[config.mk]
export PLATFORM = sky130hd
export DESIGN_NAME = instr_aligner_flat
export DESIGN_NICKNAME = d
export VERILOG_FILES = /design/src/rtl/p_hardisc.sv /design/src/rtl/instr_aligner_if.sv /design/src/rtl/instr_aligner.sv /design/src/flat_wrapper.sv
export SDC_FILE = /design/constraint.sdc
export NUM_CORES = 1
export LEC_CHECK = 0
export CAP_MARGIN = 20
export CORE_ASPECT_RATIO = 0.75
export CORE_MARGIN = 2
export CORE_UTILIZATION = 40
export DETAILED_ROUTE_END_ITERATION = 16
export PLACE_DENSITY = 0.74
export REMOVE_ABC_BUFFERS = 1
export SYNTH_ARGS = -nofsm -noshare
export SYNTH_HDL_FRONTEND = slang
export SYNTH_SLANG_ARGS = --single-unit
[constraint.sdc]
create_clock -name s_clk_i -period 1.8 [get_ports s_clk_i]
set_clock_uncertainty 0.1 [all_clocks]
set_input_delay 0.18 -clock s_clk_i [delete_from_list [all_inputs] [get_ports s_clk_i]]
set_output_delay 0.18 -clock s_clk_i [all_outputs]
set_load 0.02 [all_outputs]
[src/rtl/p_hardisc.sv]
// Shared core definitions: fetch status codes, aligner state and holding-register
// layout, plus the halfword decode helpers used by the instruction aligner.
package p_hardisc;

  localparam logic [2:0] FETCH_VALID = 3'b000;
  localparam logic [2:0] FETCH_INCER = 3'b001;

  typedef enum logic [1:0] {
    AL_EMPTY,
    AL_EMPTY_SKIP,
    AL_LO,
    AL_HI
  } al_state_t;

  typedef struct packed {
    logic [31:0] data;
    logic [2:0]  error;
    logic        pred;
  } al_hold_t;

  function automatic logic is_rvc(input logic [15:0] h);
    return h[1:0] != 2'b11;
  endfunction

  // INCER words still carry usable instructions; every other non-valid code is fatal
  function automatic logic is_fetch_err(input logic [2:0] e);
    return (e != FETCH_VALID) && (e != FETCH_INCER);
  endfunction

endpackage

[src/rtl/instr_aligner_if.sv]
// Fetch-to-decode bus of the instruction aligner; master is the aligner itself,
// slave is the surrounding fetch/decode environment.
interface instr_aligner_if;

  logic        s_flush_i;
  logic        s_flush_half_i;
  logic        s_fe_valid_i;
  logic [31:0] s_fe_instr_i;
  logic [2:0]  s_fe_error_i;
  logic        s_fe_pred_i;
  logic        s_fe_ready_o;
  logic        s_id_valid_o;
  logic        s_id_ready_i;
  logic [31:0] s_instr_o;
  logic [2:0]  s_fetch_error_o;
  logic        s_align_error_o;
  logic        s_prediction_o;

  modport master (
    input  s_flush_i, s_flush_half_i, s_fe_valid_i, s_fe_instr_i, s_fe_error_i,
           s_fe_pred_i, s_id_ready_i,
    output s_fe_ready_o, s_id_valid_o, s_instr_o, s_fetch_error_o,
           s_align_error_o, s_prediction_o
  );

  modport slave (
    output s_flush_i, s_flush_half_i, s_fe_valid_i, s_fe_instr_i, s_fe_error_i,
           s_fe_pred_i, s_id_ready_i,
    input  s_fe_ready_o, s_id_valid_o, s_instr_o, s_fetch_error_o,
           s_align_error_o, s_prediction_o
  );

endinterface

[src/rtl/instr_aligner.sv]
// Splits word-aligned fetch data into RVC/RVI instructions for decode, stitching
// RVI instructions that straddle two fetch words.
module instr_aligner
  import p_hardisc::*;
(
  input logic             s_clk_i,
  input logic             s_resetn_i,
  instr_aligner_if.master bus
);

  al_state_t   r_state;
  al_hold_t    r_hold;

  logic        w_err, w_lo_rvc, w_hi_rvc, w_split;
  logic        w_valid, w_last, w_xfer, w_ready, w_acc;
  logic [31:0] w_instr;
  logic [2:0]  w_ferr;
  logic        w_align, w_pred;

  assign w_err    = is_fetch_err(r_hold.error);
  assign w_lo_rvc = is_rvc(r_hold.data[15:0]);
  assign w_hi_rvc = is_rvc(r_hold.data[31:16]);
  assign w_split  = (r_state == AL_HI) & ~w_err & ~w_hi_rvc;

  // w_last: this transfer frees R, so a new word may be taken in the same cycle
  always_comb begin
    w_valid = 1'b0;
    w_instr = '0;
    w_ferr  = FETCH_VALID;
    w_align = 1'b0;
    w_pred  = 1'b0;
    w_last  = 1'b0;
    unique case (r_state)
      AL_LO: begin
        w_valid = 1'b1;
        w_ferr  = r_hold.error;
        if (w_err) begin
          w_instr = r_hold.data;
        end else if (w_lo_rvc) begin
          w_instr = {16'h0, r_hold.data[15:0]};
        end else begin
          w_instr = r_hold.data;
          w_pred  = r_hold.pred;
          w_last  = 1'b1;
        end
      end
      AL_HI: begin
        w_ferr = r_hold.error;
        if (w_err) begin
          w_valid = 1'b1;
          w_instr = {16'h0, r_hold.data[31:16]};
        end else if (w_hi_rvc) begin
          w_valid = 1'b1;
          w_instr = {16'h0, r_hold.data[31:16]};
          w_pred  = r_hold.pred;
          w_last  = 1'b1;
        end else begin
          // straddling RVI: the prediction belongs to the word it ends in
          w_valid = bus.s_fe_valid_i;
          w_instr = {bus.s_fe_instr_i[15:0], r_hold.data[31:16]};
          w_pred  = bus.s_fe_pred_i;
          w_align = r_hold.pred;
          if (r_hold.error == FETCH_VALID) w_ferr = bus.s_fe_error_i;
        end
      end
      default: ;
    endcase
    if (bus.s_flush_i) w_valid = 1'b0;
  end

  assign w_xfer  = w_valid & bus.s_id_ready_i;
  assign w_ready = ~bus.s_flush_i &
                   ((r_state == AL_EMPTY) | (r_state == AL_EMPTY_SKIP) |
                    (w_xfer & (w_last | w_split)));
  assign w_acc   = bus.s_fe_valid_i & w_ready;

  always_ff @(posedge s_clk_i) begin
    if (!s_resetn_i) begin
      r_state <= AL_EMPTY;
      r_hold  <= '{data: 32'h0, error: FETCH_VALID, pred: 1'b0};
    end else if (bus.s_flush_i) begin
      r_state <= bus.s_flush_half_i ? AL_EMPTY_SKIP : AL_EMPTY;
    end else begin
      if (w_acc)
        r_hold <= '{data: bus.s_fe_instr_i, error: bus.s_fe_error_i, pred: bus.s_fe_pred_i};
      unique case (r_state)
        AL_EMPTY:      if (w_acc) r_state <= AL_LO;
        AL_EMPTY_SKIP: if (w_acc) r_state <= AL_HI;
        AL_LO: if (w_xfer) begin
          if (w_err)         r_state <= AL_EMPTY;
          else if (w_lo_rvc) r_state <= AL_HI;
          else               r_state <= w_acc ? AL_LO : AL_EMPTY;
        end
        AL_HI: if (w_xfer) begin
          if (w_err)         r_state <= AL_EMPTY;
          else if (w_hi_rvc) r_state <= w_acc ? AL_LO : AL_EMPTY;
        end
        default: r_state <= AL_EMPTY;
      endcase
    end
  end

  assign bus.s_fe_ready_o    = w_ready;
  assign bus.s_id_valid_o    = w_valid;
  assign bus.s_instr_o       = w_instr;
  assign bus.s_fetch_error_o = w_ferr;
  assign bus.s_align_error_o = w_align;
  assign bus.s_prediction_o  = w_pred;

endmodule

[src/flat_wrapper.sv]
// flat-port wrapper written by rule: the top's interface ports become plain ports
module instr_aligner_flat import p_hardisc::*;
  (s_clk_i, s_resetn_i, bus_s_flush_i, bus_s_flush_half_i, bus_s_fe_valid_i, bus_s_fe_instr_i, bus_s_fe_error_i, bus_s_fe_pred_i, bus_s_id_ready_i, bus_s_fe_ready_o, bus_s_id_valid_o, bus_s_instr_o, bus_s_fetch_error_o, bus_s_align_error_o, bus_s_prediction_o);
  instr_aligner_if bus_i ();
  input logic s_clk_i;
  input logic s_resetn_i;
  input wire logic [$bits(bus_i.s_flush_i)-1:0] bus_s_flush_i;
  input wire logic [$bits(bus_i.s_flush_half_i)-1:0] bus_s_flush_half_i;
  input wire logic [$bits(bus_i.s_fe_valid_i)-1:0] bus_s_fe_valid_i;
  input wire logic [$bits(bus_i.s_fe_instr_i)-1:0] bus_s_fe_instr_i;
  input wire logic [$bits(bus_i.s_fe_error_i)-1:0] bus_s_fe_error_i;
  input wire logic [$bits(bus_i.s_fe_pred_i)-1:0] bus_s_fe_pred_i;
  input wire logic [$bits(bus_i.s_id_ready_i)-1:0] bus_s_id_ready_i;
  output wire logic [$bits(bus_i.s_fe_ready_o)-1:0] bus_s_fe_ready_o;
  output wire logic [$bits(bus_i.s_id_valid_o)-1:0] bus_s_id_valid_o;
  output wire logic [$bits(bus_i.s_instr_o)-1:0] bus_s_instr_o;
  output wire logic [$bits(bus_i.s_fetch_error_o)-1:0] bus_s_fetch_error_o;
  output wire logic [$bits(bus_i.s_align_error_o)-1:0] bus_s_align_error_o;
  output wire logic [$bits(bus_i.s_prediction_o)-1:0] bus_s_prediction_o;
  assign bus_i.s_flush_i = bus_s_flush_i;
  assign bus_i.s_flush_half_i = bus_s_flush_half_i;
  assign bus_i.s_fe_valid_i = bus_s_fe_valid_i;
  assign bus_i.s_fe_instr_i = bus_s_fe_instr_i;
  assign bus_i.s_fe_error_i = bus_s_fe_error_i;
  assign bus_i.s_fe_pred_i = bus_s_fe_pred_i;
  assign bus_i.s_id_ready_i = bus_s_id_ready_i;
  assign bus_s_fe_ready_o = bus_i.s_fe_ready_o;
  assign bus_s_id_valid_o = bus_i.s_id_valid_o;
  assign bus_s_instr_o = bus_i.s_instr_o;
  assign bus_s_fetch_error_o = bus_i.s_fetch_error_o;
  assign bus_s_align_error_o = bus_i.s_align_error_o;
  assign bus_s_prediction_o = bus_i.s_prediction_o;
  instr_aligner u_core (.s_clk_i(s_clk_i), .s_resetn_i(s_resetn_i), .bus(bus_i));
endmodule
==> impl_metrics.py, run 1 <==
metrics = {
    "timing": {
        "fin_crit_ns": 1.856,
        "setup_ws_ns": -0.05599,
        "period_share": 1.031,
        "fmax_mhz": 538.8,
        "setup_viol": 15,
        "final_hold_viol_count": 0,
        "fin_setup_tns_ns": -0.4446,
        "rsz0062_at_grt": "yes",
        "worst_pin_slew_ns": 0.3801,
        "max_slew_margin": 0.7401,
        "final_max_slew_viol_count": 0,
    },
    "route": {
        "drt_wl_total_mm": 11.98,
        "ant_nets": 0,
        "avgViaCountPerCell": 6.247,
        "vias": 3842,
        "drc": 0,
        "wl_per_cell_um": 19.48,
        "drt_iter0_drc": 341,
        "dr.pass1.iters": 5,
    },
    "critical_path": {
        "cpMaxStageDelayCell": "a211o_4",
        "endpoint_kind": "primary output",
        "path_class": "flip-flop to primary output",
        "ff2ff_path_depth": 7,
        "startpoint_type": "flip-flop",
        "rrSetupSlack_ns": 0.08,
        "slowest_delay_ns": 0.35,
        "critPathMaxFanout": 8,
        "critical_path.top_delay_family": "buffers and inverters",
        "timing.rr.end": "u_core.r_hold[19]$_SDFFE_PN0P_",
        "worst-path-stages": 6,
        "r2r_start": "u_core.r_state[1]$_SDFFE_PN0P_",
        "worst_path_most_repeated_cell": "buf_4",
        "worstPathCellList": "buf_4 -> a211o_4 -> buf_8 -> nand3_1 -> a21oi_1 -> buf_4",
        "worst_ep_arrival_time_ns": 1.58,
        "cp-startpoint": "u_core.r_hold[3]$_SDFFE_PN0P_",
        "endpoint": "bus_s_instr_o[23]",
        "cp.required_ns": 1.52,
        "path_buf_inv": 3,
    },
    "cts": {
        "cts_hold_buf": 0,
        "clock-sinks": 38,
        "numCtsBuffers": 5,
        "cts_tree": "done",
        "cts-root-buf": "clkbuf_8",
        "clk_pin_slew_ns": 0.09,
        "clk_latency_ns": 0.30,
        "cts_buffer_depth": 2,
        "cts-htree-levels": 2,
    },
    "synthesis": {
        "yosysTopAreaCell": "dfxtp_1",
        "synth-seq-cells": 38,
        "yosysWarnings": 0,
        "synth.top_cell.area_share": 0.2374,
        "synth-main-ff-cell": "dfxtp_1",
        "synthArstFlopShare": 0,
        "synth_edf_count": 0,
        "synth_top_cells_by_area": "dfxtp_1 24%, o221ai_2 14%, nor4bb_1 11%",
        "synth_cell_types": 39,
        "synth_seq_area_share": 0.2374,
        "syn_inst": 398,
        "netlist_area_um2": 3204,
        "syn_avg_cell_area_um2": 8.051,
    },
    "cells_and_area": {
        "layout-drive-gt1-share": 0.3922,
        "nets": 551,
        "regArea_um2": 764.5,
        "area_delta_synth_final_pct": 48.22,
        "finish.utilization": 0.6052,
        "fill_cells": 698,
        "multi_input_comb_area_um2": 2296,
        "diodes": 0,
    },
    "global_routing": {
        "grt.busiest_layer": "met2",
        "grt_pass1_wl_mm": 18.73,
        "first_global_vias": 3800,
        "grt-ovfl-total": 0,
        "grt_antenna_before_repair": 0,
        "met2_usage": 0.4639,
        "grt_usage": 0.2662,
        "use_met3": 0.03571,
        "grt.met1_usage": 0.3439,
        "grt_max_degree": 35,
    },
    "die": {
        "rows": 28,
        "fp.dieW_um": 107.4,
        "placeableCoreArea_um2": 7848,
        "fp.dieArea_um2": 8750,
        "num_io_pins": 81,
        "start_util": 0.4083,
        "die-height_um": 81.51,
    },
    "placed_design": {
        "dp_hpwl_mm": 8.072,
        "io_buffers": 80,
        "gp_congestion": 0.9470,
    },
    "flow_run": {
        "maxCapViolCount": 0,
    },
    "power_and_ir_drop": {
        "switching_power_uw": 763.8,
        "swShare": 0.3295,
        "p_comb_frac": 0.314,
        "internal-power_mw": 1.554,
        "p_per_area_nw_per_um2": 488.1,
        "ir_drop_uv": 339.2,
        "clkPwrFrac": 0.283,
        "sequentialPowerShare": 0.404,
        "leakage_nw": 1.681,
    },
    "outcome": {
        "status": "finished, violations left",
        "violations": "negative setup slack",
    },
    "worst_hold_path": {
        "hold_class": "primary input to flip-flop",
    },
}
## cells in the mapped netlist, types with 2 or more instances
cell type and instances:
a211o_1 2, a21oi_1 51, a311oi_1 2, a31oi_1 3, a41oi_1 2, buf_1 3, buf_12 3, buf_2 16
buf_4 2, clkbuf_1 31, dfxtp_1 38, inv_1 5, mux2i_1 16, nand2_1 40, nand3_1 33, nand4_1 34
nor2_1 22, nor2b_1 2, nor3_1 2, nor4_1 2, nor4bb_1 35, o211a_1 2, o21ai_0 3, o221ai_1 4
o221ai_2 30, or4b_1 2
## routing by layer
layer	routed length, um	part of all wire	up-vias
li1	-	-	1772
met4	138	0.012	0
met5	0	0	-
met3	1011	0.084	17
met2	5734	0.48	194
met1	5099	0.43	1859
## timing repair
action,in CTS,in global routing
buffers inserted,0,1
pin swaps,1,5
cloned,1,1
gates resized for setup,163,68
setup endpoints to repair,63,66
## tightest hold or removal path: stages
cell,delay [ns]
clkdlybuf4s50_1,0.42
nand4_1,0.09
o221ai_2,0.08
## placed cells by master (no fill, tap or decap), types with 3 or more instances in the layout
| master | count |
|---|---|
| o21ai_0 | 3 |
| nand3_1 | 18 |
| o221ai_2 | 30 |
| nand4_1 | 34 |
| nor4bb_1 | 34 |
| buf_4 | 75 |
| buf_6 | 12 |
| clkbuf_2 | 8 |
| nor2_1 | 21 |
| buf_12 | 10 |
| dfxtp_1 | 35 |
| nand3_2 | 15 |
| clkdlybuf4s50_1 | 41 |
| o221ai_1 | 4 |
| nand2_1 | 38 |
| inv_1 | 3 |
| a21oi_1 | 38 |
| dfxtp_2 | 3 |
| a21oi_2 | 13 |
| mux2i_1 | 16 |
| clkbuf_8 | 6 |
| buf_2 | 13 |
## cell type report
class | count | share of cell area
timing repair buffer | 161 | 0.3040
clock buffer | 6 | 0.01739
multi-input combinational | 298 | 0.4834
clock inverter | 2 | 0.002634
inverter | 5 | 0.003952
tap | 105 | 0.02766
sequential | 38 | 0.1610
## flip-flops by register name, indices dropped and copies added (netlist names), named ones only
name            cells
u_core.r_state      1
u_core.r_hold      36
## power by group through the flow
stage,Combinational [mW],Sequential [mW],Clock (mW)
6_report,0.727,0.936,0.656
5_1_grt,0.765,0.941,0.690
4_1_cts,0.681,0.931,0.651
3_5_place_dp,0.670,0.950,0
3_3_place_gp,0.653,0.946,0
2_1_floorplan,0.264,0.963,0
## per-stage QoR
stage | setup slack [ns] | instances | total power, mW | instance area [um^2] | hold slack (ns)
final | -0.05599 | 615 | 2.318 | 4750 | 0.4028
after detailed placement | -0.2178 | 604 | 1.620 | 4541 | 0.4226
after floorplan | -2.944 | 341 | 1.227 | 2895 | 0.2134
after CTS | -0.02719 | 613 | 2.263 | 4574 | 0.4042
after global placement | -0.2598 | 604 | 1.599 | 4541 | 0.4058
after global routing | -0.09180 | 615 | 2.396 | 4750 | 0.4182
## logic make-up (layout without fill, tap and decap cells)
| group | count (synthesis) | after routing | share of synthesized area |
|---|---|---|---|
| flip-flops | 38 | 38 | 0.2374 |
| AND/OR/NAND/NOR | 179 | 179 | 0.3358 |
| multiplexers | 16 | 16 | 0.04998 |
| AO/OA/AOI/OAI | 103 | 103 | 0.2745 |
| buffers and inverters | 62 | 174 | 0.1023 |
## worst min path at each step
stage	startpoint	to	slack, ns	depth (start not counted)
after floorplan	bus_s_id_ready_i	u_core.r_state[1]$_SDFFE_PN0P_	0.21	1
after global placement	u_core.r_hold[18]$_SDFFE_PN0P_	u_core.r_hold[18]$_SDFFE_PN0P_	0.41	2
after detailed placement	u_core.r_hold[10]$_SDFFE_PN0P_	u_core.r_hold[10]$_SDFFE_PN0P_	0.42	2
after CTS	bus_s_fe_instr_i[26]	u_core.r_hold[30]$_SDFFE_PN0P_	0.40	3
after global routing	bus_s_fe_instr_i[24]	u_core.r_hold[28]$_SDFFE_PN0P_	0.42	3
final	bus_s_fe_instr_i[24]	u_core.r_hold[28]$_SDFFE_PN0P_	0.40	3
No activity file was read; power rests on OpenSTA's default activity.
==> run 2, diff against run 1 <==
- SKIP_LAST_GASP: not set -> 1
==> run 2 against run 1 <==
Net effect: the flow still finishes with violations (negative setup slack); global-route usage is essentially flat; clock power about the same; worst setup slack gained 0.0096 ns; register-to-register slack barely moved; core utilization down 0.24 points; critical path depth did not move; critical endpoint is now bus_s_instr_o[24].
==> impl_metrics.py, run 2 (synthesized netlist as in run 1, its figures left out) <==
metrics = {
    "cts": {
        "numCtsBuffers": 5,
        "clk_pin_slew_ns": 0.08,
        "clock-sinks": 38,
        "cts-root-buf": "clkbuf_8",
        "clk_latency_ns": 0.30,
        "cts_tree": "done",
        "cts_buffer_depth": 2,
        "cts-htree-levels": 2,
    },
    "timing": {
        "setup_ws_ns": -0.04641,
        "final_max_slew_viol_count": 0,
        "period_share": 1.026,
        "final_hold_viol_count": 0,
        "worst_pin_slew_ns": 0.3875,
        "setup_viol": 17,
        "fin_crit_ns": 1.846,
        "fmax_mhz": 541.6,
        "max_slew_margin": 0.7350,
        "rsz0062_at_grt": "yes",
    },
    "cells_and_area": {
        "top_register": "u_core.r_hold",
        "nets": 551,
        "diodes": 0,
        "finish.utilization": 0.6028,
        "reg.largest.list": "u_core.r_hold (36), u_core.r_state (1)",
        "largest_register_ffs": 36,
        "fill_cells": 700,
        "final_common_cell": "buf_4",
        "regArea_um2": 764.5,
        "fin_cells": 615,
        "area_delta_synth_final_pct": 47.64,
        "multi_input_comb_area_um2": 2267,
        "final_cell_mix": "72 x buf_4, 41 x clkdlybuf4s50_1, 39 x nand2_1",
        "layout-drive-gt1-share": 0.3745,
    },
    "outcome": {
        "status": "finished, violations left",
        "violations": "negative setup slack",
    },
    "global_routing": {
        "grt_pass1_wl_mm": 18.79,
        "grt_usage": 0.2666,
        "first_global_vias": 3794,
        "grt-ovfl-total": 0,
        "grt_max_degree": 35,
        "grt_antenna_before_repair": 0,
    },
    "power_and_ir_drop": {
        "switching_power_uw": 757.1,
        "p_comb_frac": 0.311,
        "clkPwrFrac": 0.284,
        "sequentialPowerShare": 0.405,
        "ir_drop_uv": 334.7,
        "internal-power_mw": 1.553,
        "p_per_area_nw_per_um2": 488.4,
        "leakage_nw": 1.686,
        "swShare": 0.3277,
        "p_total_mw": 2.310,
    },
    "placed_design": {
        "gp_congestion": 0.9470,
        "placedCellCount": 604,
        "dp_hpwl_mm": 8.072,
        "io_buffers": 80,
    },
    "die": {
        "fp.dieArea_um2": 8750,
        "start_util": 0.4083,
        "rows": 28,
        "placeableCoreArea_um2": 7848,
        "num_io_pins": 81,
        "fp.dieW_um": 107.4,
        "die-height_um": 81.51,
    },
    "critical_path": {
        "cp-startpoint": "u_core.r_hold[3]$_SDFFE_PN0P_",
        "path_buf_inv": 3,
        "slowest_delay_ns": 0.33,
        "worstPathCellList": "buf_4 -> a211o_4 -> buf_6 -> nand3_1 -> a21oi_2 -> buf_4",
        "critPathMaxFanout": 8,
        "path_class": "flip-flop to primary output",
        "cpMaxStageDelayCell": "a211o_4",
        "worst_path_most_repeated_cell": "buf_4",
        "critical_path.top_delay_family": "buffers and inverters",
        "r2r_start": "u_core.r_state[1]$_SDFFE_PN0P_",
        "startpoint_type": "flip-flop",
        "endpoint_kind": "primary output",
        "worst_ep_arrival_time_ns": 1.57,
        "cp.required_ns": 1.52,
    },
    "route": {
        "ant_nets": 0,
        "drt_wl_total_mm": 11.88,
        "dr.pass1.iters": 4,
        "avgViaCountPerCell": 6.154,
        "drt_iter0_drc": 322,
        "vias": 3785,
        "drc": 0,
        "wl_per_cell_um": 19.31,
    },
    "flow_run": {
        "maxCapViolCount": 0,
    },
    "worst_hold_path": {
        "hold_class": "primary input to flip-flop",
        "min_from": "bus_s_fe_instr_i[26]",
    },
}
[run 2: cell count changes in the layout (fill, tap and decap cells not counted), sizes merged]
cell	delta
dlygate4sd2	+2
clkbuf	-2
[run 2: final cells by class]
| cell class | count | area share |
|---|---|---|
| flip-flops and latches | 38 | 0.1616 |
| repair buffers | 161 | 0.3073 |
| clock buffers | 6 | 0.01746 |
| clock inverters | 2 | 0.002645 |
| multi-input cells | 298 | 0.4792 |
| well taps | 105 | 0.02777 |
| inverters | 5 | 0.003967 |
[run 2: power groups by stage]
stage                     combinational, mW  clock [mW]  sequential, mW
final                                 0.718       0.656           0.936
after global routing                  0.760       0.688           0.941
after CTS                             0.678       0.651           0.931
after detailed placement              0.670           0           0.950
after global placement                0.653           0           0.946
after floorplan                       0.264           0           0.963
[run 2: worst reg2reg max path, stage by stage, from the launching register on]
cell and delay [ns]:
dfxtp_2 0.38, buf_6 0.17, buf_6 0.16, nor4bb_4 0.23, buf_4 0.19, buf_12 0.17, nand4_1 0.17, o221ai_2 0.09
[run 2: final timing paths]
path                                    end  slack [ns]  cells past startpoint
min          u_core.r_hold[30]$_SDFFE_PN0P_        0.40                      3
max                       bus_s_instr_o[24]       -0.05                      6
min reg2reg  u_core.r_hold[10]$_SDFFE_PN0P_        0.43                      2
max reg2reg  u_core.r_hold[19]$_SDFFE_PN0P_        0.08                      7
[run 2: timing repair]
action                                  in CTS  in global routing
cloned                                       1                  1
setup buffers                                0                  1
endpoints found under the setup margin      63                 65
hold buffers                                 0                  0
pin swaps                                    1                  3
resized for setup                          157                 65
[run 2: layer usage]
layer  vias up  wire length, um  global-route usage
met1      1819             5095              0.3447
li1       1764                -                   -
met2       186             5634              0.4665
met4         0              108             0.07949
met5         -                0                   0
met3        16             1038             0.03810
[run 2: metrics by stage]
stage	instance area [um^2]	TNS (ns)	setup WS [ns]	hold WS (ns)
2_1_floorplan	2895	-124.31	-2.944	0.2134
3_3_place_gp	4541	-6.089	-0.2598	0.4058
3_5_place_dp	4541	-7.675	-0.2178	0.4226
4_1_cts	4551	-0.2857	-0.08995	0.4042
5_1_grt	4731	-1.316	-0.1176	0.4181
6_report	4731	-0.3212	-0.04641	0.4035
==> run 3, diff against run 2 <==
- CORE_UTILIZATION: 40 -> 35
- PLACE_DENSITY: 0.74 -> 0.67
==> run 3 against run 2 <==
Net effect: the flow still finishes with violations (negative setup slack); sequential power is essentially flat; combinational power shrank 2%; largest cell class unchanged; worst setup slack lost 0.024 ns; via count grew 0.58%; flip-flop and latch count is the same; register-to-register slack gained 0.06 ns; clock-buffer cell count shrank 1.
==> impl_metrics.py, run 3 (synthesized netlist as in run 1, its figures left out) <==
metrics = {
    "cells_and_area": {
        "fill_cells": 868,
        "finish.utilization": 0.5304,
        "diodes": 0,
        "area_delta_synth_final_pct": 48.50,
        "final_cell_mix": "76 x buf_4, 43 x a21oi_1, 41 x clkdlybuf4s50_1",
        "regArea_um2": 767.0,
        "layout-drive-gt1-share": 0.3622,
        "reg.largest.list": "u_core.r_hold (36), u_core.r_state (1)",
        "final_common_cell": "buf_4",
        "top_register": "u_core.r_hold",
        "fin_cells": 620,
        "multi_input_comb_area_um2": 2231,
        "largest_register_ffs": 36,
        "nets": 550,
    },
    "power_and_ir_drop": {
        "leakage_nw": 1.689,
        "sequentialPowerShare": 0.377,
        "p_comb_frac": 0.284,
        "swShare": 0.2997,
        "switching_power_uw": 743.7,
        "clkPwrFrac": 0.340,
        "internal-power_mw": 1.738,
        "ir_drop_uv": 352.3,
        "p_per_area_nw_per_um2": 521.6,
        "p_total_mw": 2.482,
    },
    "critical_path": {
        "worstPathCellList": "and4bb_2 -> buf_6 -> buf_12 -> nand3_1 -> a21oi_1 -> buf_4",
        "cp-startpoint": "u_core.r_hold[3]$_SDFFE_PN0P_",
        "endpoint_kind": "primary output",
        "cp.required_ns": 1.52,
        "endpoint": "bus_s_instr_o[30]",
        "path_buf_inv": 3,
        "worst-path-stages": 6,
        "startpoint_type": "flip-flop",
        "worst_ep_arrival_time_ns": 1.59,
        "slowest_delay_ns": 0.34,
        "critPathMaxFanout": 7,
        "timing.rr.end": "u_core.r_hold[35]$_SDFFE_PN0P_",
        "cpMaxStageDelayCell": "and4bb_2",
        "critical_path.top_delay_family": "buffers and inverters",
        "path_class": "flip-flop to primary output",
        "rrSetupSlack_ns": 0.14,
        "ff2ff_path_depth": 6,
    },
    "route": {
        "drt_iter0_drc": 331,
        "drc": 0,
        "avgViaCountPerCell": 6.140,
        "ant_nets": 0,
        "vias": 3807,
        "drt_wl_total_mm": 11.74,
        "wl_per_cell_um": 18.93,
        "dr.pass1.iters": 6,
    },
    "timing": {
        "hold_slack_ns": 0.4200,
        "setup_ws_ns": -0.07049,
        "rsz0062_at_grt": "yes",
        "fmax_mhz": 534.6,
        "fin_crit_ns": 1.870,
        "setup_viol": 21,
        "period_share": 1.039,
        "final_max_slew_viol_count": 0,
        "final_hold_viol_count": 0,
        "worst_pin_slew_ns": 0.3507,
        "max_slew_margin": 0.7602,
    },
    "cts": {
        "cts_buffer_depth": 2,
        "cts_hold_buf": 0,
        "clock-sinks": 38,
        "cts_tree": "done",
        "clk_pin_slew_ns": 0.06,
        "clk_latency_ns": 0.28,
        "numCtsBuffers": 5,
        "cts-htree-levels": 2,
        "cts-root-buf": "clkbuf_16",
    },
    "placed_design": {
        "gp_congestion": 0.8346,
        "dp_hpwl_mm": 7.748,
        "placedCellCount": 605,
        "io_buffers": 80,
    },
    "outcome": {
        "status": "finished, violations left",
        "violations": "negative setup slack",
    },
    "die": {
        "die-height_um": 86.87,
        "placeableCoreArea_um2": 8971,
        "start_util": 0.3572,
        "num_io_pins": 81,
        "fp.dieW_um": 114.5,
        "fp.dieArea_um2": 9945,
        "rows": 30,
    },
    "global_routing": {
        "first_global_vias": 3637,
        "grt_usage": 0.2307,
        "grt_max_degree": 37,
        "grt_antenna_before_repair": 0,
        "grt-ovfl-total": 0,
        "grt_pass1_wl_mm": 18.51,
    },
    "worst_hold_path": {
        "hold_class": "flip-flop to flip-flop",
    },
    "flow_run": {
        "maxCapViolCount": 0,
    },
}
## run 3: cell count changes in the layout (fill, tap and decap cells not counted), sizes merged
cell           change
clkdlybuf4s15      +6
clkbuf             -5
dlygate4sd2        -2
buf                -1
clkinv             +1
inv                -1
## run 3: power groups by stage
stage	sequential (mW)	clock, mW	combinational (mW)
after floorplan	0.963	0	0.264
after global placement	0.946	0	0.647
after detailed placement	0.949	0	0.658
after CTS	0.931	0.845	0.669
after global routing	0.940	0.873	0.750
final	0.935	0.843	0.704
## run 3: area by class of cell
cell class                 count  share of cell area
tap                          112             0.02945
clock inverter                 2            0.002104
multi-input combinational    298              0.4688
inverter                       5            0.004733
sequential                    38              0.1612
timing repair buffer         160              0.3074
clock buffer                   5             0.02630
## run 3: worst min path at each step
| stage | start | end | depth (start not counted) |
|---|---|---|---|
| floorplan | bus_s_id_ready_i | u_core.r_state[1]$_SDFFE_PN0P_ | 1 |
| global placement | u_core.r_hold[15]$_SDFFE_PN0P_ | u_core.r_hold[15]$_SDFFE_PN0P_ | 2 |
| detailed placement | u_core.r_hold[12]$_SDFFE_PN0P_ | u_core.r_hold[12]$_SDFFE_PN0P_ | 2 |
| CTS | u_core.r_hold[13]$_SDFFE_PN0P_ | u_core.r_hold[13]$_SDFFE_PN0P_ | 2 |
| global route | u_core.r_hold[15]$_SDFFE_PN0P_ | u_core.r_hold[15]$_SDFFE_PN0P_ | 2 |
| finish | u_core.r_hold[13]$_SDFFE_PN0P_ | u_core.r_hold[13]$_SDFFE_PN0P_ | 2 |
## run 3: through the flow
step | instance area (um^2) | setup WS [ns] | setup TNS, ns
floorplan | 2895 | -2.944 | -124.31
global placement | 4492 | -0.1850 | -8.508
detailed placement | 4492 | -0.2333 | -10.50
CTS | 4622 | -0.04955 | -0.9831
global route | 4758 | -0.1259 | -2.046
finish | 4758 | -0.07049 | -0.8994
## run 3: routing by layer
layer | track usage | vias up | wire [um]
met5 | 0 | - | 0
met4 | 0.04435 | 0 | 102
met3 | 0.03688 | 12 | 932
met2 | 0.3808 | 175 | 5543
met1 | 0.3210 | 1858 | 5160
li1 | - | 1762 | -
## run 3: timing repair
action                     CTS  global route
cloned                       0             1
pin swaps                    3             4
setup endpoints to repair   73            66
gates resized for setup    172            39
hold endpoints to repair     0             0
setup buffers                3             5
## run 3: tightest hold or removal path, cell delays in order, from the launching register on
cell      delay [ns]
dfxtp_1         0.32
nand2_1         0.07
o221ai_2        0.08
